===== src/rtl/imm_pkg.sv =====
// imm_pkg
// Shared constants for the pipelined immediate generator:
//   - RV32I/RV64I major opcodes recognised by the extractor
//   - format codes reported on out_fmt
package imm_pkg;

    localparam logic [6:0] OP_IMM    = 7'b0010011;
    localparam logic [6:0] LOAD      = 7'b0000011;
    localparam logic [6:0] STORE     = 7'b0100011;
    localparam logic [6:0] BRANCH    = 7'b1100011;
    localparam logic [6:0] JAL       = 7'b1101111;
    localparam logic [6:0] JALR      = 7'b1100111;
    localparam logic [6:0] LUI       = 7'b0110111;
    localparam logic [6:0] AUIPC     = 7'b0010111;
    localparam logic [6:0] OP        = 7'b0110011;
    localparam logic [6:0] MISC_MEM  = 7'b0001111;
    localparam logic [6:0] SYSTEM    = 7'b1110011;
    localparam logic [6:0] OP_IMM_32 = 7'b0011011;
    localparam logic [6:0] OP_32     = 7'b0111011;

    typedef enum logic [2:0] {
        FMT_NONE = 3'd0,
        FMT_I    = 3'd1,
        FMT_S    = 3'd2,
        FMT_B    = 3'd3,
        FMT_U    = 3'd4,
        FMT_J    = 3'd5,
        FMT_SH   = 3'd6
    } fmt_e;

    localparam logic [2:0] FUNCT3_SLL = 3'b001;
    localparam logic [2:0] FUNCT3_SRX = 3'b101;

endpackage


===== src/rtl/imm_extract.sv =====
// imm_extract
// Purely combinational immediate decoder.
//   instr     in   32     instruction word
//   imm_sel   in   1      0 = no immediate wanted; all outputs forced to neutral
//   imm       out  XLEN   sign/zero-extended immediate
//   fmt       out  3      format code (imm_pkg::fmt_e)
//   illegal   out  1      opcode outside the accepted set
//   is_pcrel  out  1      entry needs pc+imm (B, J, AUIPC)
module imm_extract
    import imm_pkg::*;
#(
    parameter int XLEN     = 32,
    parameter bit RV64_OPS = 1'b0
) (
    input  logic [31:0]     instr,
    input  logic            imm_sel,
    output logic [XLEN-1:0] imm,
    output logic [2:0]      fmt,
    output logic            illegal,
    output logic            is_pcrel
);

    // The 32-bit-word ops only make sense on a 64-bit datapath.
    localparam bit RV64_EN = RV64_OPS && (XLEN == 64);

    logic [6:0]  opcode;
    logic [2:0]  funct3;
    logic        is_shift;
    logic [31:0] imm_i;
    logic [31:0] imm_s;
    logic [31:0] imm_b;
    logic [31:0] imm_j;
    logic [31:0] imm_u;
    fmt_e        fmt_v;

    assign opcode   = instr[6:0];
    assign funct3   = instr[14:12];
    assign is_shift = (funct3 == FUNCT3_SLL) || (funct3 == FUNCT3_SRX);

    // All formats are first built as 32-bit sign-extended values, then
    // widened to XLEN in one place.
    assign imm_i = {{20{instr[31]}}, instr[31:20]};
    assign imm_s = {{20{instr[31]}}, instr[31:25], instr[11:7]};
    assign imm_b = {{19{instr[31]}}, instr[31], instr[7], instr[30:25], instr[11:8], 1'b0};
    assign imm_j = {{11{instr[31]}}, instr[31], instr[19:12], instr[20], instr[30:21], 1'b0};
    assign imm_u = {instr[31:12], 12'b0};

    function automatic logic [XLEN-1:0] sext32(input logic [31:0] v);
        return XLEN'($signed(v));
    endfunction

    always_comb begin
        imm      = '0;
        fmt_v    = FMT_NONE;
        illegal  = 1'b0;
        is_pcrel = 1'b0;

        case (opcode)
            OP_IMM: begin
                if (is_shift) begin
                    // instr[30] selects SRA vs SRL and is not part of shamt.
                    fmt_v = FMT_SH;
                    imm   = (XLEN == 64) ? XLEN'(instr[25:20]) : XLEN'(instr[24:20]);
                end else begin
                    fmt_v = FMT_I;
                    imm   = sext32(imm_i);
                end
            end
            OP_IMM_32: begin
                if (RV64_EN) begin
                    if (is_shift) begin
                        fmt_v = FMT_SH;
                        imm   = XLEN'(instr[24:20]);
                    end else begin
                        fmt_v = FMT_I;
                        imm   = sext32(imm_i);
                    end
                end else begin
                    illegal = 1'b1;
                end
            end
            LOAD, JALR, SYSTEM, MISC_MEM: begin
                fmt_v = FMT_I;
                imm   = sext32(imm_i);
            end
            STORE: begin
                fmt_v = FMT_S;
                imm   = sext32(imm_s);
            end
            BRANCH: begin
                fmt_v    = FMT_B;
                imm      = sext32(imm_b);
                is_pcrel = 1'b1;
            end
            JAL: begin
                fmt_v    = FMT_J;
                imm      = sext32(imm_j);
                is_pcrel = 1'b1;
            end
            LUI: begin
                fmt_v = FMT_U;
                imm   = sext32(imm_u);
            end
            AUIPC: begin
                fmt_v    = FMT_U;
                imm      = sext32(imm_u);
                is_pcrel = 1'b1;
            end
            OP: begin
                fmt_v = FMT_NONE;
            end
            OP_32: begin
                if (!RV64_EN) begin
                    illegal = 1'b1;
                end
            end
            default: begin
                illegal = 1'b1;
            end
        endcase

        // Immediate not wanted: the entry passes through with neutral fields.
        if (!imm_sel) begin
            imm      = '0;
            fmt_v    = FMT_NONE;
            illegal  = 1'b0;
            is_pcrel = 1'b0;
        end
    end

    assign fmt = fmt_v;

endmodule


===== src/rtl/imm_gen_pipe.sv =====
// imm_gen_pipe
// Pipelined immediate generator between fetch and decode. Decodes the
// immediate on the input side, adds pc for pc-relative formats, and
// registers the result into an output register backed by one skid entry.
//   clk          in   1      clock
//   rst_n        in   1      async active-low reset
//   flush        in   1      sync kill of all buffered entries (wins over transfers)
//   in_valid     in   1      input entry valid
//   in_ready     out  1      input can be accepted (registered, = !skid_valid)
//   in_instr     in   32     instruction word
//   in_pc        in   XLEN   pc of the instruction
//   in_imm_sel   in   1      0 = immediate not required
//   out_valid    out  1      output entry valid
//   out_ready    in   1      downstream accepts
//   out_imm      out  XLEN   extended immediate
//   out_fmt      out  3      format code
//   out_target   out  XLEN   pc+imm for B/J/AUIPC, else 0
//   out_illegal  out  1      opcode not in the legal set
//   out_instr    out  32     instruction, passed through
//   out_pc       out  XLEN   pc, passed through
module imm_gen_pipe
    import imm_pkg::*;
#(
    parameter int XLEN     = 32,
    parameter bit RV64_OPS = 1'b0
) (
    input  logic            clk,
    input  logic            rst_n,
    input  logic            flush,
    input  logic            in_valid,
    output logic            in_ready,
    input  logic [31:0]     in_instr,
    input  logic [XLEN-1:0] in_pc,
    input  logic            in_imm_sel,
    output logic            out_valid,
    input  logic            out_ready,
    output logic [XLEN-1:0] out_imm,
    output logic [2:0]      out_fmt,
    output logic [XLEN-1:0] out_target,
    output logic            out_illegal,
    output logic [31:0]     out_instr,
    output logic [XLEN-1:0] out_pc
);

    typedef struct packed {
        logic [XLEN-1:0] imm;
        logic [2:0]      fmt;
        logic [XLEN-1:0] target;
        logic            illegal;
        logic [31:0]     instr;
        logic [XLEN-1:0] pc;
    } entry_t;

    logic [XLEN-1:0] ext_imm;
    logic [2:0]      ext_fmt;
    logic            ext_illegal;
    logic            ext_pcrel;
    entry_t          in_entry;
    entry_t          out_q;
    entry_t          skid_q;
    logic            out_valid_q;
    logic            skid_valid_q;
    logic            in_xfer;
    logic            out_free;

    imm_extract #(
        .XLEN     (XLEN),
        .RV64_OPS (RV64_OPS)
    ) u_extract (
        .instr    (in_instr),
        .imm_sel  (in_imm_sel),
        .imm      (ext_imm),
        .fmt      (ext_fmt),
        .illegal  (ext_illegal),
        .is_pcrel (ext_pcrel)
    );

    always_comb begin
        in_entry.imm     = ext_imm;
        in_entry.fmt     = ext_fmt;
        // Natural XLEN-bit wrap gives the modulo 2^XLEN target.
        in_entry.target  = ext_pcrel ? (in_pc + ext_imm) : '0;
        in_entry.illegal = ext_illegal;
        in_entry.instr   = in_instr;
        in_entry.pc      = in_pc;
    end

    assign in_ready = ~skid_valid_q;
    assign in_xfer  = in_valid && in_ready;
    // Output register can take a new entry when empty or draining this cycle.
    assign out_free = ~out_valid_q || out_ready;

    always_ff @(posedge clk or negedge rst_n) begin
        if (!rst_n) begin
            out_valid_q  <= 1'b0;
            skid_valid_q <= 1'b0;
            out_q        <= '0;
            skid_q       <= '0;
        end else if (flush) begin
            out_valid_q  <= 1'b0;
            skid_valid_q <= 1'b0;
        end else if (out_free) begin
            // in_ready is low whenever skid is occupied, so a skid entry and
            // a new input never compete for the output register.
            if (skid_valid_q) begin
                out_q        <= skid_q;
                out_valid_q  <= 1'b1;
                skid_valid_q <= 1'b0;
            end else if (in_xfer) begin
                out_q       <= in_entry;
                out_valid_q <= 1'b1;
            end else begin
                out_valid_q <= 1'b0;
            end
        end else if (in_xfer) begin
            skid_q       <= in_entry;
            skid_valid_q <= 1'b1;
        end
    end

    assign out_valid   = out_valid_q;
    assign out_imm     = out_q.imm;
    assign out_fmt     = out_q.fmt;
    assign out_target  = out_q.target;
    assign out_illegal = out_q.illegal;
    assign out_instr   = out_q.instr;
    assign out_pc      = out_q.pc;

endmodule


===== config.mk =====
export PLATFORM = sky130hd
export DESIGN_NAME = imm_gen_pipe
export DESIGN_NICKNAME = d
export VERILOG_FILES = /design/src/rtl/imm_pkg.sv /design/src/rtl/imm_extract.sv /design/src/rtl/imm_gen_pipe.sv
export SDC_FILE = /design/constraint.sdc
export NUM_CORES = 1
export LEC_CHECK = 0
export BUFFER_PORTS_ARGS = -buffer_cell sky130_fd_sc_hd__buf_2
export CORE_AREA = 3 3 137 271
export CTS_CLUSTER_DIAMETER = 80
export DETAILED_ROUTE_END_ITERATION = 12
export DIE_AREA = 0 0 140 274
export PLACE_DENSITY = 0.62
export SYNTH_ARGS = -nofsm -noshare
export SYNTH_HDL_FRONTEND = slang
export SYNTH_HIERARCHICAL = 1
export SYNTH_SLANG_ARGS = --single-unit

===== constraint.sdc =====
create_clock -name clk -period 1.9 [get_ports clk]
set_input_delay 0.38 -clock clk [delete_from_list [all_inputs] [get_ports clk]]
set_output_delay 0.38 -clock clk [all_outputs]
set_load 0.05 [all_outputs]

## Word-level counts from Yosys, hierarchy flattened

Index checks and enable logic that the tools add are counted.

- Div/mod/pow operators: 0
- Eq/ne operators: 13
- $mul: 0
- Bitwise operators: 4
- Reduce and logical (&&, ||, !) cells: 12
- Add/sub/neg operators: 1
- Magnitude comparators: 0
- Multiplexer cells: 20
- Shifts and indexed selects: 0

Operator list:

| operator | number |
|---|---|
| $mux W132 | 2 |
| $pmux W32 S6 | 1 |
| $mux W32 | 3 |
| $add A32 B32 Y32 | 1 |
| $eq A7 B7 Y1 const B | 4 |
| $eq A7 B6 Y1 const B | 3 |
| $pmux W3 S6 | 1 |
| $eq A7 B5 Y1 const B | 2 |
| $mux W1 | 11 |
| $reduce_or A11 Y1 | 1 |
| $eq A7 B2 Y1 const B | 1 |
| $eq A7 B4 Y1 const B | 1 |
| $mux W3 | 2 |
| $reduce_and A3 Y1 | 2 |
| $not A1 Y1 | 4 |
| $reduce_bool A2 Y1 | 2 |
| $reduce_or A4 Y1 | 1 |
| $eq A3 B1 Y1 const B | 1 |
| $eq A3 B3 Y1 const B | 1 |
| $reduce_bool A3 Y1 | 1 |
| $reduce_or A3 Y1 | 1 |
| $logic_or A1 B1 Y1 | 2 |
| $reduce_or A2 Y1 | 1 |
| $logic_and A1 B1 Y1 | 1 |

- Input bits: 70
- ROM bits: 0
- Bits in writable memories: 0
- Register bits after elaboration: 266
- Latch bits: 0
- Word-level logic and storage cells: 64
- Memories: 0
- Output and inout port bits: 134

## Longest topological paths before layout

Gate-level depths: netlist of the first run.

- Word-level depth: 9
- Depth in mapped cells: 20

## Modules after synthesis

The synthesis of the first run kept the hierarchy.

Modules (own cells, without submodules):

| module | sequential area each (sq um) | area each (sq um) | times used | cells an instance |
|---|---|---|---|---|
| imm_gen_pipe | 6656.4 | 12933.7 | 1 | 1420 |
| imm_extract | 0.0 | 1021.0 | 1 | 184 |

## Least setup slack after synthesis of the first run

OpenSTA, ideal clock, no wires.

- Path type: input to register
- Start point: input port in_instr[2]
- End point: register skid_q[87] (netlist bit)
- Path buffers: 4
- Slack: -2.049 ns
- Arrival: 3.854 ns
- Setup time: 0.096 ns
- Stages: 20
- Data required time: 1.804 ns
- Cells stage by stage: buf_2 nor2_1 and3_1 buf_2 a221o_1 nand2_1 buf_6 buf_6 nor2_1 ha_1 inv_1 fa_1 nand2b_1 a2111oi_4 nor3b_2 o21ai_2 a21oi_2 o31a_1 xor2_1 o31ai_1

- Cells in the longest elaborated chain, start to end: 6
- Elaborated cells on any way between the ends: 19

RTL lines:

| element | RTL line | RTL |
|---|---|---|
| start, declared | imm_gen_pipe.sv:32 | `input logic [31:0] in_instr,` |
| $eq A7 B2 Y1, or another cell as far along | imm_extract.sv:58 | `case (opcode)` |
| $reduce_or A4 Y1 or $reduce_or A2 Y1 (tied branches) | -- |  |
| $pmux W32 S6 * | imm_extract.sv:58 |  |
| $mux W32 * | imm_extract.sv:123 | `if (!imm_sel) begin` |
| named net ext_imm[0] | imm_gen_pipe.sv:54 | `logic [XLEN-1:0] ext_imm;` |
| $add A32 B32 Y32 * | imm_gen_pipe.sv:82 | `in_entry.target = ext_pcrel ? (in_pc + ext_imm) : '0;` |
| $mux W32 * | imm_gen_pipe.sv:82 |  |
| end signal, assigned | imm_gen_pipe.sv:116 | `skid_q <= in_entry;` |
| end, declared | imm_gen_pipe.sv:60 | `entry_t skid_q;` |

Mark *: on every way through the listed nets, which the timed path passes. The rest lies on a longest branch.
A chain may end at the register's enable or synchronous reset.

## Final worst setup path of the first run

- Start point: input port in_instr[4]
- End point: register out_q (netlist bit out_target[29])

- Cells in the longest elaborated chain, start to end: 8
- Elaborated cells on any way between the ends: 21

RTL lines:

| element | RTL line | RTL |
|---|---|---|
| $eq A7 B2 Y1, or another cell as far along | imm_extract.sv:58 |  |
| $reduce_or A4 Y1 or $reduce_or A2 Y1 (tied branches) | -- |  |
| $pmux W32 S6 * | imm_extract.sv:58 |  |
| $mux W32 * | imm_extract.sv:123 |  |
| named net ext_imm[2] | imm_gen_pipe.sv:54 |  |
| $add A32 B32 Y32 * | imm_gen_pipe.sv:82 |  |
| $mux W32 * | imm_gen_pipe.sv:82 |  |
| $mux W132 * | imm_gen_pipe.sv:109 | `end else if (in_xfer) begin` |
| $mux W132 * | imm_gen_pipe.sv:105 | `if (skid_valid_q) begin` |
| end signal, assigned | imm_gen_pipe.sv:106 | `out_q <= skid_q;` |
| end signal, assigned | imm_gen_pipe.sv:110 | `out_q <= in_entry;` |
| end, declared | imm_gen_pipe.sv:59 | `entry_t out_q;` |

Mark *: on every way through the listed nets, which the timed path passes. The rest lies on a longest branch. The select of a mux whose other input is x is not followed.

==> impl_metrics.toml, run 1 <==
[run_status]
status = "finished with violations"
violations = "negative setup slack"

[grt]
grt_max_degree = 82
track_usage_pct = 25.3
grt_use_met2_pct = 49.4
grt_pass1_wl_um = 76200
grtUsageMet3_pct = 3.11
met1_usage_pct = 25.5
grt_pass1_vias = 13600
grt.busiest_layer = "met2"
antenna_found_initial = 2
grt.overflow.total = 0

[timing]
finalHoldViolations = 0
layout_min_cycle_time_ns = 3.34
relSlewSlack_pct = 70.0
max_freq_ghz = 0.300
slew_violations = 0
setup_slack_ns = -1.44
post-route-period-util_pct = 176
clock_skew_ns = 0.00886
rsz0062_at_grt = "yes"
finalSetupViolCount = 83
tightest_slew_ns = 0.450

[setup_path]
max_stage_delay_ns = 0.44
end_kind = "flop"
cp_common_cell = "buf_12"
worstPathArrival_ns = 3.82
reg2reg_depth = 6
cp_max_fo = 5
worstPathCellList = "buf_12, and3b_1, a311o_1, a221o_1, nand2_4, buf_12, buf_12, a21oi_4, ha_4, o211ai_1, o21a_2, buf_6, o221ai_4, a21oi_4, o41ai_4, a21oi_2, mux2_4, o21ai_2"
slowest_stage = "o41ai_4"
crit_type = "in -> reg"
start_kind = "input port"
worstPathRequired_ns = 2.38

[drt]
vias_per_cell = 5.32
dr.pass1.iters = 5
first_iter_violations = 635
finalWirelength_um = 51000
drc = 0
wl_per_cell_um = 20.1
postRouteAntennaNets = 0
vias = 13500

[synth]
syn_area_mm2 = 0.0140
synthArstFlopShare_pct = 100
synth_compound_area_share_pct = 16.7
yosys.area_share.adder_pct = 2.92
syn-num-nets = 1706
synthFlopType = "dfrtp_1"
ys_types = 69
synth.avg_cell_area_um2 = 8.70
synth_seq_area_share_pct = 47.7
synth-xor-area-share_pct = 1.69
synth_simple_gate_area_share_pct = 19.6
synth_edf_count = 0
synthCells = 1604
yosysWarnings = 6
synth_top_family_by_area = "simple AND/OR/NAND/NOR gates"
ys_seq_elements = 266
synth_mux_area_share_pct = 7.28

[clock_network]
clockBufferDepth = 3
clock_latency_ns = 0.55
h-tree-depth = 1
cts_tree = "done"
cts-root-buf = "clkbuf_16"
numCtsBuffers = 26
clk_pin_slew_ns = 0.06
cts.sinks = 266

[floorplan]
rows = 97
num_io_pins = 204
die_w_um = 140
die_area_mm2 = 0.0384
coreArea_mm2 = 0.0352
die_height_um = 274
start_util_pct = 39.6

[placed_design]
portBuffers = 203
place_area_mm2 = 0.0176
gp_congestion = 0.932
dp.cells = 2417
hpwl_um = 37800

[cells_and_area]
mostFrequentLayoutCell = "nand2_1"
final_layout_size_suffix_gt1_share_pct = 40.3
multi_input_area_mm2 = 0.00836
layout_common_cells = "487 x nand2_1, 274 x buf_4, 264 x dfrtp_1"
seq_area_mm2 = 0.00666
final_cell_count_no_fill = 2539
final_area_mm2 = 0.0209
area_growth_pct = 49.7
nets = 2179
fillers = 3066
antenna_cells = 0

[power_and_ir_drop]
p_total_mw = 15.2
power_density_mw_per_mm2 = 727
p_leak_nw = 9.84
peakVddDrop_mv = 0.685

[hold_path]
holdPathStages = 3
hold_path.class = "in -> reg"

[flow_run]
drv_cap = 0
## Yosys cell counts (all sizes together), types with 12 or more instances
cell type / n / share of area (%)
xnor2: 17 / 1.1
a211oi: 19 / 1.0
a21oi: 107 / 3.9
nand3: 38 / 1.4
nor2: 54 / 1.5
o31ai: 13 / 0.77
and3: 12 / 0.54
ha: 31 / 2.8
buf: 29 / 1.4
nand2: 506 / 14
o21ai: 165 / 6.1
mux2i: 100 / 7.2
inv: 13 / 0.35
dfrtp: 266 / 48
clkbuf: 88 / 2.4
a31oi: 13 / 0.69
nor3: 12 / 0.47
## layout make-up
class	instances	area share [%]
Sequential cell	266	31.9
Clock inverter	5	0.198
Tap cell	445	2.67
Multi-Input combinational cell	1208	40.0
Timing Repair Buffer	562	21.2
Clock buffer	40	3.71
Inverter	13	0.252
## worst paths after layout
check	from	to	slack [ns]
setup / recovery	in_instr[4]	out_target[29]$_DFFE_PN0P_	-1.44
hold / removal	in_instr[4]	skid_q[36]$_DFFE_PN0P_	0.05
setup reg to reg	skid_valid_q$_DFFE_PN0P_	out_target[30]$_DFFE_PN0P_	0.01
hold reg to reg	skid_q[78]$_DFFE_PN0P_	skid_q[78]$_DFFE_PN0P_	0.47
max in group asynchronous	rst_n	out_target[0]$_DFFE_PN0P_	0.91
min in group asynchronous	rst_n	out_instr[16]$_DFFE_PN0P_	0.28
## state kept, by name, indices dropped and copies added, names as in the netlist
signal and count:
out_target 32, out_imm 32, out_instr 32, skid_valid_q 1
out_valid 1, out_pc 32, skid_q 132, out_illegal 1
out_fmt 3
## worst max-delay path: cells and delay by family
family | cells | cell delay [ns]
AO/OA/AOI/OAI | 10 | 2.02
buffers and inverters | 4 | 0.50
multiplexers | 1 | 0.34
AND/OR/NAND/NOR | 2 | 0.30
adder cells (fa/ha/maj) | 1 | 0.27
## kinds of logic after synthesis
family / after synthesis
compound gates: 386
xor+xnor: 26
fa+ha+maj: 32
buf+inv: 130
flops: 266
mux: 101
simple gates: 663
## report_power, final
group          total (mW)  switching (mW)  internal (mW)
Combinational        3.47            2.34           1.13
Sequential           6.60           0.331           6.27
Clock                5.11            2.31           2.80
## layer usage
metal | vias to the layer above | part of all wire (%)
li1 | 6410 | -
met1 | 6558 | 34
met2 | 368 | 56
met3 | 157 | 3.6
met4 | 4 | 6.7
met5 | - | 0.045
## metrics by stage
step / TNS, ns / setup WS, ns / hold WS, ns / utilization (%)
after floorplan: -86.24 / -1.75 / 0.0844 / -
after global placement: -154.30 / -2.31 / 0.270 / 50.1
after detailed placement: -157.13 / -2.39 / 0.270 / 50.1
after CTS: -69.04 / -1.44 / 0.0493 / 56.2
after global routing: -81.87 / -1.54 / 0.0631 / 59.3
final: -73.14 / -1.44 / 0.0533 / 59.3
## timing repair
item                                    CTS  global route
hold buffers                              2             0
endpoints found under the setup margin   91            90
pin swaps                                82           142
setup buffers                            46            51
gates resized for setup                 192           186
endpoints found under the hold margin    56             0
gates cloned                              4             1
No activity file was read; power rests on OpenSTA's default activity.
==> inputs of run 2 (changes only) <==
CORE_AREA = 3 3 183 202   (was 3 3 137 271)
DIE_AREA = 0 0 186 205   (was 0 0 140 274)
==> impl_metrics.toml, run 2 (synthesis gave the netlist of run 1 again) <==
[setup_path]
cp_max_fo = 6
cp_common_cell = "o21ai_2"
end_kind = "flop"
max_stage_delay_ns = 0.58
start_kind = "input port"
worstPathCellList = "buf_12, and3b_1, a311o_1, a221o_1, nand2_2, buf_8, buf_4, a21oi_4, ha_4, o21ai_2, a2111oi_4, or4b_4, a31oi_4, o31a_1, o21ai_2, xnor2_2, o22ai_1"
worstPathArrival_ns = 3.79
reg2reg_depth = 7
crit_type = "in -> reg"
reg2reg_from = "skid_valid_q$_DFFE_PN0P_"
worstPathRequired_ns = 2.35
reg2reg_setup_slack_ns = 0.14
slowest_stage = "or4b_4"
timing.rr.end = "out_target[14]$_DFFE_PN0P_"

[floorplan]
coreArea_mm2 = 0.0351
rows = 72
die_area_mm2 = 0.0381
start_util_pct = 39.7
die_height_um = 205
num_io_pins = 204
die_w_um = 186

[run_status]
violations = "negative setup slack"
status = "finished with violations"

[power_and_ir_drop]
p_clk_share_pct = 37.9
power_density_mw_per_mm2 = 786
net-switching-power_mw = 4.96
p_leak_nw = 9.64
p_seq_share_pct = 41.6
internal_power_mw = 10.9
peakVddDrop_mv = 0.683
p_sw_share_pct = 31.3
pwr-share-comb_pct = 20.5

[timing]
rsz0062_at_grt = "yes"
finalHoldViolations = 0
relSlewSlack_pct = 63.2
clock_skew_ns = 0.0225
fin_hold_ws_ns = 0.0531
layout_min_cycle_time_ns = 3.34
slew_violations = 0
tightest_slew_ns = 0.552
max_freq_ghz = 0.300
post-route-period-util_pct = 176
finalSetupViolCount = 70
setup_slack_ns = -1.44

[drt]
drc = 0
vias = 13100
finalWirelength_um = 45400
first_iter_violations = 717
dr.pass1.iters = 5
wl_per_cell_um = 18.0
postRouteAntennaNets = 0
vias_per_cell = 5.21

[clock_network]
h-tree-depth = 1
numCtsBuffers = 31
cts-root-buf = "clkbuf_16"
cts.sinks = 266
clockBufferDepth = 3
cts_tree = "done"
clk_pin_slew_ns = 0.06
clock_latency_ns = 0.57

[hold_path]
hold_path.class = "in -> reg"
whs_endpoint = "skid_q[40]$_DFFE_PN0P_"
holdPathStages = 3
min-delay-start = "in_instr[8]"

[grt]
grt.overflow.total = 0
antenna_found_initial = 0
grt_max_degree = 96
grt_pass1_wl_um = 71000
track_usage_pct = 23.3
grt_pass1_vias = 13000

[cells_and_area]
largest_reg_flops = 132
area_growth_pct = 44.7
antenna_cells = 0
nets = 2152
final_util_pct = 57.5
regMostFlops = "skid_q"
layout_common_cells = "492 x nand2_1, 281 x buf_4, 264 x dfrtp_1"
mostFrequentLayoutCell = "nand2_1"
final_layout_size_suffix_gt1_share_pct = 37.3

[placed_design]
gp_congestion = 0.900
hpwl_um = 32600
portBuffers = 203

[flow_run]
drv_cap = 0
## run 2: metrics by stage
stage | power (mW) | instance area [um2] | worst slack [ns] | TNS, ns | instances
2_1_floorplan | 8.61 | 14200 | -1.75 | -86.24 | 1604
3_3_place_gp | 9.71 | 17600 | -2.15 | -138.92 | 2416
3_5_place_dp | 9.78 | 17600 | -2.23 | -142.68 | 2416
4_1_cts | 15.9 | 19600 | -1.37 | -62.60 | 2504
5_1_grt | 16.6 | 20200 | -1.55 | -72.08 | 2517
6_report | 15.9 | 20200 | -1.44 | -65.32 | 2517
## run 2: worst max-delay path by stage
| stage | slack, ns | depth (start not counted) | end | startpoint |
|---|---|---|---|---|
| 6_report | -1.44 | 17 | out_target[28]$_DFFE_PN0P_ | in_instr[4] |
| 5_1_grt | -1.55 | 19 | out_target[24]$_DFFE_PN0P_ | in_instr[5] |
| 4_1_cts | -1.37 | 20 | out_target[24]$_DFFE_PN0P_ | in_instr[3] |
| 3_5_place_dp | -2.23 | 19 | skid_q[95]$_DFFE_PN0P_ | in_instr[3] |
| 3_3_place_gp | -2.15 | 16 | skid_q[92]$_DFFE_PN0P_ | in_instr[6] |
| 2_1_floorplan | -1.75 | 17 | out_target[27]$_DFFE_PN0P_ | in_instr[5] |
## run 2: critical path, delay by kind of cell
family                   cells  cell delay, ns
AND/OR/NAND/NOR              3            0.87
AO/OA/AOI/OAI                9            1.68
adder cells (fa/ha/maj)      1            0.26
XOR/XNOR                     1            0.21
buffers and inverters        3            0.37
## run 2: metal layers
metal  track usage [%]  vias up  part of all wire, %  wire, um
met2              40.5      331                   50     22600
met1              31.3     6350                   43     19700
met3              2.68       65                  4.5      2030
met4              5.24        0                  2.4      1100
met5                 0        -                    0         0
li1                  -     6375                    -         -
## run 2: timing repair
action	in CTS	in global routing
endpoints found under the hold margin	119	0
endpoints found under the setup margin	79	79
setup buffers	34	18
resized for setup	151	86
gates cloned	1	1
pin swaps	87	64
hold buffers	2	0
## run 2: power groups by stage
stage / clock, mW / sequential, mW / combinational (mW)
finish: 6.01 / 6.60 / 3.26
global route: 6.37 / 6.67 / 3.52
CTS: 6.13 / 6.60 / 3.21
detailed placement: 0 / 6.70 / 3.08
global placement: 0 / 6.68 / 3.03
floorplan: 0 / 7.62 / 0.984
## run 2: final cells by class
cell class | count | area (um2)
fill | 3125 | 14900
multi-input combinational | 1208 | 7950
sequential | 266 | 6660
timing repair buffer | 530 | 3950
clock buffer | 43 | 871
tap | 444 | 556
clock inverter | 13 | 159
inverter | 13 | 52.6
